### src/rtl/ser_pkg.sv
// rtl/ser_pkg.sv - shared types and constants for the serial loopback feeder
// Contents:
//   state_e        frame sequencer states
//   WIDTH_DEFAULT  frame width, equal to the downstream shift-register depth
//   SEL_W_DEFAULT  readback select width, log2(WIDTH_DEFAULT)
//   ERR_CNT_MAX    saturation value of the mismatch counter

package ser_pkg;

  localparam int WIDTH_DEFAULT = 8;
  localparam int SEL_W_DEFAULT = 3;
  localparam int ERR_CNT_MAX   = 255;

  typedef enum logic [1:0] {
    IDLE  = 2'd0,
    SHIFT = 2'd1,
    CHECK = 2'd2
  } state_e;

endpackage

### src/rtl/ser_bit_cnt.sv
// rtl/ser_bit_cnt.sv - bit-index counter shared by the shift and readback phases
// Ports:
//   clk, rst_n  clock, asynchronous active-low reset
//   load_i      restart the index at 0 (wins over step_i)
//   step_i      advance the index by one
//   cnt_o       current bit index
//   tc_o        index is at the last bit of the frame

module ser_bit_cnt
  import ser_pkg::*;
#(
  parameter int WIDTH = WIDTH_DEFAULT,
  parameter int SEL_W = SEL_W_DEFAULT
) (
  input  logic             clk,
  input  logic             rst_n,
  input  logic             load_i,
  input  logic             step_i,
  output logic [SEL_W-1:0] cnt_o,
  output logic             tc_o
);

  localparam logic [SEL_W-1:0] LAST_IDX = SEL_W'(WIDTH - 1);

  logic [SEL_W-1:0] cnt_q;
  logic [SEL_W-1:0] cnt_d;

  always_comb begin
    cnt_d = cnt_q;
    if (load_i) begin
      cnt_d = '0;
    end else if (step_i) begin
      cnt_d = cnt_q + 1'b1;
    end
  end

  always_ff @(posedge clk or negedge rst_n) begin
    if (!rst_n) begin
      cnt_q <= '0;
    end else begin
      cnt_q <= cnt_d;
    end
  end

  assign cnt_o = cnt_q;
  assign tc_o  = (cnt_q == LAST_IDX);

endmodule

### src/rtl/serial_loopback_feeder.sv
// rtl/serial_loopback_feeder.sv - serializes a frame into an external shifter and verifies it by readback
// Build option: SERIAL_LOOPBACK_LSB_FIRST_EN sends in_data[0] first and mirrors the readback index;
// latency is identical in both builds.
// Ports:
//   clk, rst_n                 clock, asynchronous active-low reset
//   in_valid, in_data, in_ready  frame handshake (accepted only in IDLE)
//   S, enable                  serial bit and shift enable to the downstream register
//   A, B, C                    readback select, {A,B,C} is the bit index with A as MSB
//   Z                          downstream bit selected by {A,B,C}
//   done                       one-cycle end-of-frame pulse
//   match                      last frame read back intact, held until the next done
//   err_cnt                    saturating count of mismatched frames

module serial_loopback_feeder
  import ser_pkg::*;
#(
  parameter int WIDTH = WIDTH_DEFAULT,
  parameter int SEL_W = SEL_W_DEFAULT
) (
  input  logic             clk,
  input  logic             rst_n,
  input  logic             in_valid,
  input  logic [WIDTH-1:0] in_data,
  output logic             in_ready,
  output logic             S,
  output logic             enable,
  output logic             A,
  output logic             B,
  output logic             C,
  input  logic             Z,
  output logic             done,
  output logic             match,
  output logic [7:0]       err_cnt
);

  localparam logic [SEL_W-1:0] LAST_IDX = SEL_W'(WIDTH - 1);

  // Bit sent on shift step j. After WIDTH shifts the downstream register
  // holds in_data at the matching positions (MSB-first build) or mirrored.
  function automatic logic tx_bit(input logic [WIDTH-1:0] d, input logic [SEL_W-1:0] j);
`ifdef SERIAL_LOOPBACK_LSB_FIRST_EN
    return d[j];
`else
    return d[LAST_IDX - j];
`endif
  endfunction

  // Latched bit that downstream position i must hold after the shift phase.
  function automatic logic chk_bit(input logic [WIDTH-1:0] d, input logic [SEL_W-1:0] i);
`ifdef SERIAL_LOOPBACK_LSB_FIRST_EN
    return d[LAST_IDX - i];
`else
    return d[i];
`endif
  endfunction

  state_e           state_q, state_d;
  logic [WIDTH-1:0] data_q,  data_d;
  logic             s_q,     s_d;
  logic             en_q,    en_d;
  logic [SEL_W-1:0] sel_q,   sel_d;
  logic             rdy_q,   rdy_d;
  logic             done_q,  done_d;
  logic             match_q, match_d;
  logic             ok_q,    ok_d;
  logic [7:0]       err_q,   err_d;

  logic             cnt_load;
  logic             cnt_step;
  logic [SEL_W-1:0] cnt;
  logic             cnt_tc;
  logic             cmp_ok;

  ser_bit_cnt #(
    .WIDTH (WIDTH),
    .SEL_W (SEL_W)
  ) u_bit_cnt (
    .clk    (clk),
    .rst_n  (rst_n),
    .load_i (cnt_load),
    .step_i (cnt_step),
    .cnt_o  (cnt),
    .tc_o   (cnt_tc)
  );

  // In CHECK the counter equals the select currently driven on {A,B,C},
  // so Z at this edge belongs to index cnt.
  assign cmp_ok = (Z == chk_bit(data_q, cnt));

  always_comb begin
    state_d  = state_q;
    data_d   = data_q;
    s_d      = 1'b0;
    en_d     = 1'b0;
    sel_d    = '0;
    rdy_d    = 1'b0;
    done_d   = 1'b0;
    match_d  = match_q;
    ok_d     = ok_q;
    err_d    = err_q;
    cnt_load = 1'b0;
    cnt_step = 1'b0;

    unique case (state_q)
      IDLE: begin
        rdy_d = 1'b1;
        if (in_valid && rdy_q) begin
          data_d   = in_data;
          cnt_load = 1'b1;
          s_d      = tx_bit(in_data, '0);
          en_d     = 1'b1;
          rdy_d    = 1'b0;
          state_d  = SHIFT;
        end
      end

      SHIFT: begin
        if (cnt_tc) begin
          // Last bit was captured downstream on this edge; freeze it and
          // start reading back from index 0.
          cnt_load = 1'b1;
          ok_d     = 1'b1;
          state_d  = CHECK;
        end else begin
          cnt_step = 1'b1;
          en_d     = 1'b1;
          s_d      = tx_bit(data_q, cnt + 1'b1);
        end
      end

      CHECK: begin
        if (cnt_tc) begin
          state_d = IDLE;
          rdy_d   = 1'b1;
          done_d  = 1'b1;
          match_d = ok_q && cmp_ok;
          if (!(ok_q && cmp_ok) && (err_q != 8'(ERR_CNT_MAX))) begin
            err_d = err_q + 8'd1;
          end
        end else begin
          cnt_step = 1'b1;
          sel_d    = cnt + 1'b1;
          ok_d     = ok_q && cmp_ok;
        end
      end

      default: begin
        state_d = IDLE;
        rdy_d   = 1'b1;
      end
    endcase
  end

  always_ff @(posedge clk or negedge rst_n) begin
    if (!rst_n) begin
      state_q <= IDLE;
      data_q  <= '0;
      s_q     <= 1'b0;
      en_q    <= 1'b0;
      sel_q   <= '0;
      rdy_q   <= 1'b1;
      done_q  <= 1'b0;
      match_q <= 1'b0;
      ok_q    <= 1'b0;
      err_q   <= '0;
    end else begin
      state_q <= state_d;
      data_q  <= data_d;
      s_q     <= s_d;
      en_q    <= en_d;
      sel_q   <= sel_d;
      rdy_q   <= rdy_d;
      done_q  <= done_d;
      match_q <= match_d;
      ok_q    <= ok_d;
      err_q   <= err_d;
    end
  end

  assign in_ready = rdy_q;
  assign S        = s_q;
  assign enable   = en_q;
  assign A        = sel_q[2];
  assign B        = sel_q[1];
  assign C        = sel_q[0];
  assign done     = done_q;
  assign match    = match_q;
  assign err_cnt  = err_q;

endmodule

### config.mk
export PLATFORM = sky130hd
export DESIGN_NAME = serial_loopback_feeder
export DESIGN_NICKNAME = d
export VERILOG_FILES = /design/src/rtl/ser_pkg.sv /design/src/rtl/ser_bit_cnt.sv /design/src/rtl/serial_loopback_feeder.sv
export SDC_FILE = /design/constraint.sdc
export NUM_CORES = 1
export LEC_CHECK = 0
export ABC_AREA = 1
export CAP_MARGIN = 10
export CORE_ASPECT_RATIO = 1.4
export CORE_UTILIZATION = 55
export CTS_BUF_LIST = sky130_fd_sc_hd__clkbuf_8
export DETAILED_ROUTE_END_ITERATION = 10
export DONT_BUFFER_PORTS = 1
export GPL_ROUTABILITY_DRIVEN = 0
export HOLD_SLACK_MARGIN = 0.08
export PLACE_DENSITY_LB_ADDON = 0.1
export SLEW_MARGIN = 5
export SYNTH_ARGS = -nofsm -noshare
export SYNTH_HDL_FRONTEND = slang
export SYNTH_HIERARCHICAL = 1
export SYNTH_SLANG_ARGS = --single-unit
### constraint.sdc
create_clock -name clk -period 2.5 [get_ports clk]
set_clock_uncertainty 0.2 [all_clocks]
set_input_delay 0.25 -clock clk [delete_from_list [all_inputs] [get_ports clk]]
set_output_delay 0.25 -clock clk [all_outputs]
set_load 0.1 [all_outputs]
---- Word level (Yosys, flattened, before mapping) ----
Index checks and enable logic that the tools add are counted.
word-level totals
  memory bits (read-only) ................. 0
  flip-flop bits (word level) ............. 30
  memory bits (writable) .................. 0
  word-level logic and storage cells ...... 65
  memories ................................ 0
  latch bits .............................. 0
  output and inout bits ................... 16
cells by class
  muxes and demuxes ....................... 27
  order comparisons ....................... 2
  reductions and logical operators ........ 13
  add/sub/neg operators ................... 3
  bitwise gates (word level) .............. 0
  multiply operators ...................... 0
  div/mod/pow operators ................... 0
  shift-type cells ........................ 0
  equal/unequal tests ..................... 9
operators by type and width
  kind                 count
  $mux 1               12
  $mux 3               4
  $reduce_and 3->1     3
  $add 8x1->8 const B  1
  $lt 3x4->1 const B   2
  $ne 2x2->1 const B   4
  $ne 8x8->1 const B   1
  $pmux 1 s2           4
  $bmux 1 s3           2
  $mux 2               3
  $pmux 2 s3           1
  $reduce_and 2->1     2
  $reduce_bool 2->1    2
  $add 3x1->3 const B  1
  $eq 3x3->1 const B   1
  $logic_and 1x1->1    3
  $pmux 1 s3           1
  $sub 3x3->3 const A  1
  $eq 2x1->1 const B   1
  $eq 2x2->1 const B   1
  $logic_not 2->1      1
  $reduce_or 2->1      1
  $eq 1x1->1           1
  $logic_not 1->1      1

---- Depth between registers and ports, before layout ----
Gate-level depths: netlist of run 1.
  word-level depth ........................ 7
  mapped depth ............................ 10

---- Hierarchy ----
The synthesis of run 1 kept the hierarchy.
by module, submodules not included
  module                  cells each  times used  seq. area each (um^2)  area an instance (um^2)
  serial_loopback_feeder  165         1           676.9                  1387.6
  ser_bit_cnt             17          1           75.1                   151.4

---- Worst setup path after synthesis of run 1 ----
Ideal clock, no wire load.
  path kind ............................... register to register
  start point ............................. register err_q[0] (netlist: err_cnt[0])
  end point ............................... register err_q[6] (netlist: err_cnt[6])
  cell stages (with the launch flop) ...... 8
  required time ........................... 2233 ps
  arrival time ............................ 2033 ps
  setup slack ............................. 200 ps
  library setup time ...................... 67 ps
  path buffers ............................ 0
  period minus slack after synthesis ...... 2300 ps
  path through ............................ dfrtp_1 ha_1 nand2_1 nor2_2 a31oi_4 nand2_2 nand2_1 nand2_1
on the way
  longest elaborated chain between the ends .. 3
  elaborated cells on any way between the ends .. 4
ends and longest elaborated chain
  element                                                              RTL line                       RTL
  start, declared                                                      serial_loopback_feeder.sv:66   logic [7:0] err_q, err_d;
  start signal, assigned                                               serial_loopback_feeder.sv:176  err_q <= err_d;
  parallel branches: the longest is 3 deep, another holds $add 8x1->8  -
Several ways; the timed one is not identified.
A chain may end at the register's enable or synchronous reset.

---- Worst setup path in the final report of run 1 ----
  start point ............................. register u_bit_cnt.cnt_q[0] (netlist: u_bit_cnt/cnt_o[0])
  end point ............................... register err_q[0] (netlist: err_cnt[0])
on the way
  elaborated cells on any way between the ends .. 8
RTL lines
  element                     RTL line                      RTL
  start, declared             ser_bit_cnt.sv:25             logic [SEL_W-1:0] cnt_q;
  start signal, assigned      ser_bit_cnt.sv:41             cnt_q <= cnt_d;
  $eq 3x3->1                  ser_bit_cnt.sv:46             assign tc_o = (cnt_q == LAST_IDX);
  via cnt_tc                  serial_loopback_feeder.sv:71  logic cnt_tc;
  $reduce_and 3->1 (no line)  -
The timed path passes the listed nets, and every way through them passes these cells. The select of a mux whose other input is x is not followed.

==> results of run 1 <==
==> sequential cells by signal, summed over array words and instances (netlist names), 2 cells and up <==
name / flops
data_q: 8
err_cnt: 8
sel_q: 3
state_q: 2
u_bit_cnt/cnt_o: 3
==> timing repair <==
action,in CTS,in global routing
hold buffers,11,0
setup buffers,0,0
hold endpoints to repair,40,0
endpoints found under the setup margin,0,0
==> placed cells by master, fill, tap and decap left out, drive strengths merged, types with 2 or more instances in the layout <==
cell / count
xor2: 3
nand3: 27
nand3b: 2
a21oi: 2
nor2: 12
clkinv: 2
dlygate4sd3: 10
nand2: 69
xnor2: 4
ha: 9
buf: 12
o21ai: 4
inv: 15
clkbuf: 6
dfrtp: 29
nor3: 2
==> critical path, cell delays in order, from the launching register on <==
cell and delay, ns:
dfrtp_1 0.52, ha_1 0.21, ha_1 0.24, nand2_1 0.18
a31oi_4 0.32, nand2_2 0.18, nand2_1 0.10, nand2_1 0.05
==> kinds of logic (layout without fill, tap and decap cells) <==
family	count (synthesis)	in the layout	share of synthesized area
simple gates	112	112	0.311
flops	30	30	0.489
buf+inv	16	45	0.0439
fa+ha+maj	9	9	0.0732
compound gates	8	8	0.0431
xor+xnor	7	7	0.0398
==> power groups by stage <==
stage          Sequential, mW  Combinational, mW  Clock [mW]
2_1_floorplan            1.26              0.648           0
3_3_place_gp             1.06               1.03           0
3_5_place_dp             1.07               1.07           0
4_1_cts                  1.06               1.10       0.398
5_1_grt                  1.08               1.23       0.420
6_report                 1.06               1.11       0.394
==> final timing paths <==
path,startpoint,endpoint,slack [ns],depth (start not counted)
worst max-delay path,u_bit_cnt/cnt_o[0]$_DFFE_PN0P_,err_cnt[0]$_DFFE_PN0P_,0.38,7
worst min-delay path,Z,ok_q$_DFFE_PN0P_,0.17,4
worst max register to register,u_bit_cnt/cnt_o[0]$_DFFE_PN0P_,err_cnt[0]$_DFFE_PN0P_,0.38,7
worst min register to register,data_q[1]$_DFFE_PN0P_,data_q[1]$_DFFE_PN0P_,0.29,2
max in group asynchronous,rst_n,in_ready$_DFF_PN1_,1.63,2
min in group asynchronous,rst_n,data_q[4]$_DFFE_PN0P_,0.22,2
==> layer usage <==
layer,wire length (um),up-vias,GRT usage
met3,146,10,0.0752
li1,-,638,-
met5,0,-,0
met2,1830,36,0.436
met1,1340,604,0.286
met4,93,0,0.111
==> cell type report <==
class	instances	area share
inverter	15	0.0302
clock buffer	6	0.0442
multi-input combinational	136	0.385
timing repair buffer	22	0.109
sequential	30	0.403
tap	36	0.0241
clock inverter	2	0.00469
==> results by group, run 1 <==
Synth
  – Post-synthesis area per instance: between 8 and 9 um^2
  – Unique masters post-synth: 23
  – Synth top area cells: dfrtp_1, nand2_1, nand3_1
  – Synth cell count leaders: nand2_1, dfrtp_1, nand3_1
  – Ys async rst share: 1.00
  – Post-synth top area share: 0.472
  – Main flop type after synthesis: dfrtp_1
  – Cell count after synthesis: ~180
  – Synthesized area: 1540 um^2
  – Flops & latches, synth: 30
  – Yosys Warn Count: 6
  – Seq/Total Area, Yosys: 0.489
  – Top-count cell post-synth: nand2_1
  – Synthesized net count: about 200
  – Yosys top cell by area: dfrtp_1
  – Post-synth EDFFs: 0

Finish
  – Area delta synth->final: 21.3%
  – Layout Utilization: 0.706
  – Diode count: 0
  – Cell Count, Final, Fillers Out: approximately 250
  – Final nets: 231
  – Area taken by multi-input logic gates: ~720 um^2
  – Fill cells: 237
  – Post-route cell area: 1870 um^2
  – Layout cells sized above 1: 0.137
  – Sequential standard cell area: between 700 and 800 um^2

GRT
  – Largest net degree at the start of global routing: 31
  – Total gr overflow: 0
  – Tot GR Track Use: 0.257
  – Vias in the first global route: 1296
  – First-pass GRT wire length: around 5500 um
  – Initial antenna violation count: 0

Power and ir drop
  – Switching pwr: between 1 and 1.5 mW
  – Pwr per Cell Area: ~1400 nW/um^2
  – Power, Total: ~2.6 mW
  – Sw Share: 0.524
  – Reg power frac: 0.414
  – Max VDD drop: roughly 0.7 mV
  – Clock Power Share: 0.153
  – Combinational share of power: 0.433
  – Pint: 1.22 mW
  – Lkg Pwr: 0.997 nW

CTS
  – Worst-Skew Late Latency: 0.28 ns
  – CTS root buf: clkbuf_8
  – Clock Pin Slew Worst Setup and Hold Paths: 0.07 ns
  – CTS max path bufs: 2
  – H-tree depth: 2
  – CTS tree: done
  – Sink Count: 30
  – Post-cts sizing count: 0
  – Num CTS Buffers: 5

Floorplan
  – DIE WIDTH: about 47 um
  – I/O Pins: 28
  – Initial core utilization: 0.582
  – Die area: 3020 um^2
  – Core area: about 2600 um^2
  – Std-Cell Rows: 22
  – Die Ht: 64.6 um

Timing
  – Final period utilization: 0.848
  – Setup ws final: about 0.38 ns
  – Fmax: between 400 and 500 MHz
  – Setup violators final: 0
  – Actual slew at the worst max-slew pin: 0.871 ns
  – RSZ-0062 raised after global routing: false
  – Relative slew slack: 0.420
  – Minimum clock period: roughly 2.1 ns
  – Setup TNS: 0 ns
  – Endpoints failing hold: 0
  – Final hold slack: 0.168 ns
  – Final Slew Violations: 0

Place
  – DPL Wire Length: roughly 2400 um
  – Placed insts: roughly 230
  – Dpl ws: roughly 0.4 ns
  – Dpl cell area: 1660 um^2
  – Input/output buffers: 0

Detailed routing
  – Final ANT Viol Nets: 0
  – Pre-antenna DRT Iters: 4
  – Drt wl/cell: about 14 um
  – Vias/cell: about 5.2
  – Via count: about 1.3k
  – Final wirelength: 3420 um
  – Residual DRC: 0
  – DR iter-0 viols: 45

Setup path
  – CP Max Fanout: 10
  – Worst Path Class, Setup: register to register
  – CP startpoint kind: register
  – CP required: ~2.5 ns
  – Crit path DAT: about 2.1 ns
  – Worst setup EP type: register

Run status
  – Status: finished clean

Run
  – Max Cap Violations: 0

Min path
  – Worst min path class: input pin to register
No activity file was read; power rests on OpenSTA's default activity.
==> inputs of run 2 (changes only) <==
- clock period: 2.5 -> 1.9 ns (I/O delays scaled with it)
==> results by group, run 2 (synthesized netlist as in run 1, its figures left out) <==
Run status
  – Status: finished clean

Setup path
  – Worst Path Class, Setup: register to register
  – CP required: 1.92 ns (-0.55 ns)
  – CP Max Fanout: 8 (-2)
  – Worst setup EP type: register
  – Crit path DAT: 1.81 ns (-0.28 ns)
  – Setup crit start: u_bit_cnt/cnt_o[0]$_DFFE_PN0P_
  – CP startpoint kind: register
  – Worst r2r src: u_bit_cnt/cnt_o[0]$_DFFE_PN0P_

Run
  – Max Cap Violations: 0 (unchanged)

Min path
  – Hold Path Origin: Z
  – Worst min path class: input pin to register

Finish
  – Fill cells: 185 (-22%)
  – Layout Utilization: 0.771 (+0.0649)
  – Layout cells sized above 1: 0.250 (+0.113)
  – Commonest cells after routing, fill and taps aside: nand2_1, nand3_1, buf_4
  – Cell Count, Final, Fillers Out: 260 (+5.3%)
  – Post-route cell area: 2040 um^2 (+9.2%)
  – Final nets: 244 (+5.6%)
  – Diode count: 0 (unchanged)
  – Area delta synth->final: 32.4%
  – Commonest non-fill, non-tap cell in the layout: nand2_1

Timing
  – Minimum clock period: 1.79 ns (-0.330 ns)
  – Endpoints failing hold: 0 (unchanged)
  – Actual slew at the worst max-slew pin: 0.348 ns (-0.523 ns)
  – Final Slew Violations: 0 (unchanged)
  – Final period utilization: 0.942 (+0.0939)
  – Final hold slack: 0.134 ns (-0.0344 ns)
  – Relative slew slack: 0.767 (+0.347)
  – Setup violators final: 0 (unchanged)
  – Fmax: 559 MHz (+18%)
  – RSZ-0062 raised after global routing: false

CTS
  – CTS tree: done
  – CTS max path bufs: 2 (unchanged)
  – Worst-Skew Late Latency: 0.28 ns (about the same)
  – H-tree depth: 2 (unchanged)
  – CTS root buf: clkbuf_8
  – Num CTS Buffers: 5 (unchanged)
  – Sink Count: 30 (unchanged)
  – Clock Pin Slew Worst Setup and Hold Paths: 0.06 ns (about the same)

GRT
  – Met3 usage: 0.0501 (-0.0251)
  – Met2 GRT Util: 0.484 (+0.0486)
  – First-pass GRT wire length: 5860 um (+5.7%)
  – Initial antenna violation count: 0 (unchanged)
  – Total gr overflow: 0 (unchanged)
  – GR peak layer: met2
  – Grt met1 use: 0.276 (-0.00998)
  – Tot GR Track Use: 0.276 (+0.0186)
  – Largest net degree at the start of global routing: 31 (unchanged)
  – Vias in the first global route: 1426 (+10%)

Detailed routing
  – Final ANT Viol Nets: 0 (unchanged)
  – Via count: 1371 (+6.4%)
  – Vias/cell: 5.27 (+1.1%)
  – Drt wl/cell: 13.3 um (-3.5%)
  – Residual DRC: 0 (unchanged)
  – Final wirelength: 3470 um (+1.6%)
  – DR iter-0 viols: 59 (+31%)
  – Pre-antenna DRT Iters: 4 (unchanged)

Floorplan
  – Core area: 2640 um^2 (unchanged)
  – Initial core utilization: 0.582 (unchanged)
  – I/O Pins: 28 (unchanged)
  – Std-Cell Rows: 22 (unchanged)
  – DIE WIDTH: 46.7 um (unchanged)
  – Die area: 3020 um^2 (unchanged)
  – Die Ht: 64.6 um (unchanged)

Power and ir drop
  – Pwr per Cell Area: 1810 nW/um^2 (+31%)
  – Lkg Pwr: 1.06 nW (+6.6%)
  – Max VDD drop: 1.54 mV (+120%)

Place
  – DPL Wire Length: 2500 um (+4.1%)
  – Dpl cell area: 1760 um^2 (+6.5%)
  – Input/output buffers: 0 (unchanged)
  – Placed insts: 239 (+4.8%)
==> run 2: changes by cell type in the layout (fill, tap and decap cells not counted), moves of 2 or more <==
cell,previous run,this run
inv_1,14,12
dfrtp_4,0,2
clkbuf_8,6,8
nand2_1,68,66
buf_4,11,24
dfrtp_1,29,21
dfrtp_2,0,6
==> run 2: worst paths after layout <==
path	to	slack (ns)	cells past startpoint
max	err_cnt[1]$_DFFE_PN0P_	0.11	7
min	err_cnt[0]$_DFFE_PN0P_	0.13	5
max reg2reg	err_cnt[1]$_DFFE_PN0P_	0.11	7
min reg2reg	data_q[4]$_DFFE_PN0P_	0.27	2
max in group asynchronous	in_ready$_DFF_PN1_	1.12	2
min in group asynchronous	match$_DFFE_PN0P_	0.15	2
==> run 2: layout make-up <==
cell class	count	area, um^2	area share
multi-input combinational	136	754	0.370
timing repair buffer	35	300	0.147
tap	36	45.0	0.0221
sequential	30	771	0.378
inverter	15	57.6	0.0282
clock buffer	8	110	0.0540
==> run 2: timing repair <==
| item | 4_1_cts | 5_1_grt |
|---|---|---|
| resized for setup | 1 | 8 |
| buffers inserted | 0 | 2 |
| endpoints found under the hold margin | 40 | 0 |
| hold buffers | 11 | 0 |
| setup endpoints to repair | 2 | 15 |
| pin swaps | 0 | 1 |
==> run 2: critical path: stages, from the launching register on <==
cell and delay (ns):
dfrtp_2 0.44, ha_1 0.23, ha_4 0.17, nand2_1 0.10
a31oi_4 0.25, buf_4 0.19, nand3_1 0.08, nand2_1 0.07
==> run 2: power breakdown <==
group | total [mW] | leakage (nW) | internal [mW] | switching [mW]
Sequential | 1.08 | 0.376 | 0.900 | 0.183
Clock | 0.601 | 0.0575 | 0.365 | 0.236
Combinational | 2.00 | 0.629 | 0.577 | 1.42
Total | 3.68 | 1.06 | 1.84 | 1.84
==> run 2: layer usage <==
metal	up-vias	part of all wire
li1	666	-
met1	634	0.37
met2	51	0.54
met3	20	0.038
met4	0	0.046
met5	-	0
==> run 2: per-stage QoR <==
step                      total power [mW]  worst slack (ns)  setup TNS (ns)
after global routing                  3.91           0.00110               0
after CTS                             3.62           0.00558               0
final                                 3.68             0.111               0
after detailed placement              2.98          -0.00107        -0.00107
after global placement                2.90            0.0800               0
after floorplan                       2.55           0.00468               0
==> inputs of run 3 (changes only) <==
- GPL_TIMING_DRIVEN: not set -> 0
==> results by group, run 3 (synthesized netlist as in run 1, its figures left out) <==
CTS
  – Worst-Skew Late Latency: 0.28 ns (about the same)
  – Clock Pin Slew Worst Setup and Hold Paths: 0.06 ns (about the same)
  – CTS tree: done
  – CTS max path bufs: 2 (unchanged)
  – H-tree depth: 2 (unchanged)
  – Num CTS Buffers: 5 (unchanged)
  – Sink Count: 30 (unchanged)
  – CTS root buf: clkbuf_8

Setup path
  – CP Max Fanout: 6 (-2)
  – CP cell instances: ha_4 > nand2_2 > nor2_4 > a31oi_4 > buf_6 > nand3_1 > nand2_1
  – Buf/Inv on CP: 1 (unchanged)
  – Setup crit start: err_cnt[0]$_DFFE_PN0P_
  – CP required: 1.87 ns (-0.05 ns)
  – CP startpoint kind: register
  – CP max-delay cell: dfrtp_4
  – Worst setup EP type: register
  – Crit path DAT: 1.83 ns (+0.02 ns)
  – Crit path max-delay family: flip-flops
  – Critical R2R Capture: err_cnt[5]$_DFFE_PN0P_
  – Worst Path Class, Setup: register to register
  – Worst r2r src: err_cnt[0]$_DFFE_PN0P_
  – Critical Path Stages: 7 (unchanged)
  – Max incr delay on CP: 0.64 ns (+0.20 ns)
  – R2R Setup Slk: 0.04 ns (-0.07 ns)
  – CP Capture Point: err_cnt[5]$_DFFE_PN0P_
  – Worst-case reg-to-reg path depth: 7 (unchanged)

Timing
  – Setup violators final: 0 (unchanged)
  – Actual slew at the worst max-slew pin: 0.901 ns (+0.553 ns)
  – Endpoints failing hold: 0 (unchanged)
  – Minimum clock period: 1.86 ns (+0.0740 ns)
  – Final period utilization: 0.981 (+0.0389)
  – Final Slew Violations: 0 (unchanged)
  – Fmax: 537 MHz (-4.0%)
  – Final hold slack: 0.110 ns (-0.0238 ns)
  – Relative slew slack: 0.399 (-0.368)

Finish
  – Final nets: 226 (-7.4%)
  – Diode count: 0 (unchanged)
  – Area delta synth->final: 24.2%
  – Cell Count, Final, Fillers Out: 242 (-6.9%)
  – Layout cells sized above 1: 0.204 (-0.0461)
  – Commonest non-fill, non-tap cell in the layout: nand2_1
  – Commonest cells after routing, fill and taps aside: nand2_1, nand3_1, dfrtp_1

Power and ir drop
  – Reg power frac: 0.502 (+0.208)
  – Sw Share: 0.520 (+0.0201)
  – Clock Power Share: 0.149 (-0.014)
  – Switching pwr: 1.79 mW (-3.0%)
  – Max VDD drop: 1.04 mV (-33%)
  – Pwr per Cell Area: 1800 nW/um^2 (-0.59%)
  – Combinational share of power: 0.349 (-0.194)
  – Lkg Pwr: 0.966 nW (-9.1%)
  – Pint: 1.65 mW (-10%)

Min path
  – Worst min path class: input pin to register

GRT
  – First-pass GRT wire length: 5480 um (-6.5%)
  – Tot GR Track Use: 0.255 (-0.0213)
  – Vias in the first global route: 1331 (-6.7%)
  – Largest net degree at the start of global routing: 31 (unchanged)
  – Total gr overflow: 0 (unchanged)
  – Initial antenna violation count: 0 (unchanged)

Detailed routing
  – Drt wl/cell: 13.9 um (+4.0%)
  – Residual DRC: 0 (unchanged)
  – Via count: 1294 (-5.6%)
  – DR iter-0 viols: 35 (-41%)
  – Vias/cell: 5.35 (+1.4%)
  – Pre-antenna DRT Iters: 4 (unchanged)
  – Final ANT Viol Nets: 0 (unchanged)
  – Final wirelength: 3360 um (-3.2%)

Run status
  – Status: finished clean

Floorplan
  – Std-Cell Rows: 22 (unchanged)
  – DIE WIDTH: 46.7 um (unchanged)
  – Die Ht: 64.6 um (unchanged)
  – Initial core utilization: 0.582 (unchanged)
  – I/O Pins: 28 (unchanged)
  – Core area: 2640 um^2 (unchanged)
  – Die area: 3020 um^2 (unchanged)

Place
  – Placed insts: 218 (-8.8%)
  – Input/output buffers: 0 (unchanged)
  – DPL Wire Length: 2270 um (-9.3%)

Run
  – Max Cap Violations: 0 (unchanged)
[run 3: through the flow]
step                      area [um^2]  power [mW]  setup slack [ns]  utilization  TNS, ns
after floorplan                  1560        2.55           0.00468            -        0
after global placement           1610        2.73            -0.243        0.609    -2.45
after detailed placement         1610        2.80            -0.294        0.609    -3.03
after CTS                        1880        3.42            0.0198        0.713        0
after global routing             1910        3.69           -0.0129        0.723  -0.0404
final                            1910        3.44            0.0367        0.723        0
[run 3: power by group through the flow]
stage          sequential, mW  clock [mW]  combinational, mW
2_1_floorplan            1.69           0              0.863
3_3_place_gp             1.74           0              0.996
3_5_place_dp             1.74           0               1.05
4_1_cts                  1.72       0.529               1.17
5_1_grt                  1.76       0.562               1.37
6_report                 1.73       0.511               1.20
[run 3: cell type report]
cell class | instances | area (um^2)
repair buffers | 16 | 161
flip-flops and latches | 30 | 783
fillers | 208 | 731
well taps | 36 | 45.0
clock buffers | 6 | 82.6
plain buffers | 1 | 11.3
inverters | 15 | 58.8
clock inverters | 2 | 8.76
multi-input cells | 136 | 761
[run 3: worst min-delay path by stage]
stage	startpoint	end	slack (ns)	depth (start not counted)
2_1_floorplan	rst_n	S$_DFF_PN0_	-0.31	0
3_3_place_gp	rst_n	err_cnt[6]$_DFFE_PN0P_	-0.31	0
3_5_place_dp	rst_n	err_cnt[7]$_DFFE_PN0P_	-0.31	0
4_1_cts	Z	match$_DFFE_PN0P_	0.1	5
5_1_grt	Z	err_cnt[2]$_DFFE_PN0P_	0.14	5
6_report	Z	err_cnt[7]$_DFFE_PN0P_	0.11	6
[run 3: metal layers]
| metal | up-vias | global-route usage | share of wire |
|---|---|---|---|
| met4 | 0 | 0.114 | 0.021 |
| met5 | - | 0 | 0 |
| met2 | 38 | 0.465 | 0.57 |
| met3 | 7 | 0.0669 | 0.043 |
| met1 | 626 | 0.249 | 0.37 |
| li1 | 623 | - | - |
[run 3: worst min-delay path, stage by stage]
cell and delay (ns):
inv_1 0.03, nand2_1 0.05, nand3_2 0.09, nand2_4 0.09, nand2_1 0.07, nand2_1 0.04
[run 3: what timing repair did]
item                                   in CTS  in global routing
endpoints found under the hold margin      40                  0
setup buffers                               4                  1
setup endpoints to repair                  14                 14
gates resized for setup                    11                  9
hold buffers                               11                  0
pin swaps                                   3                  5
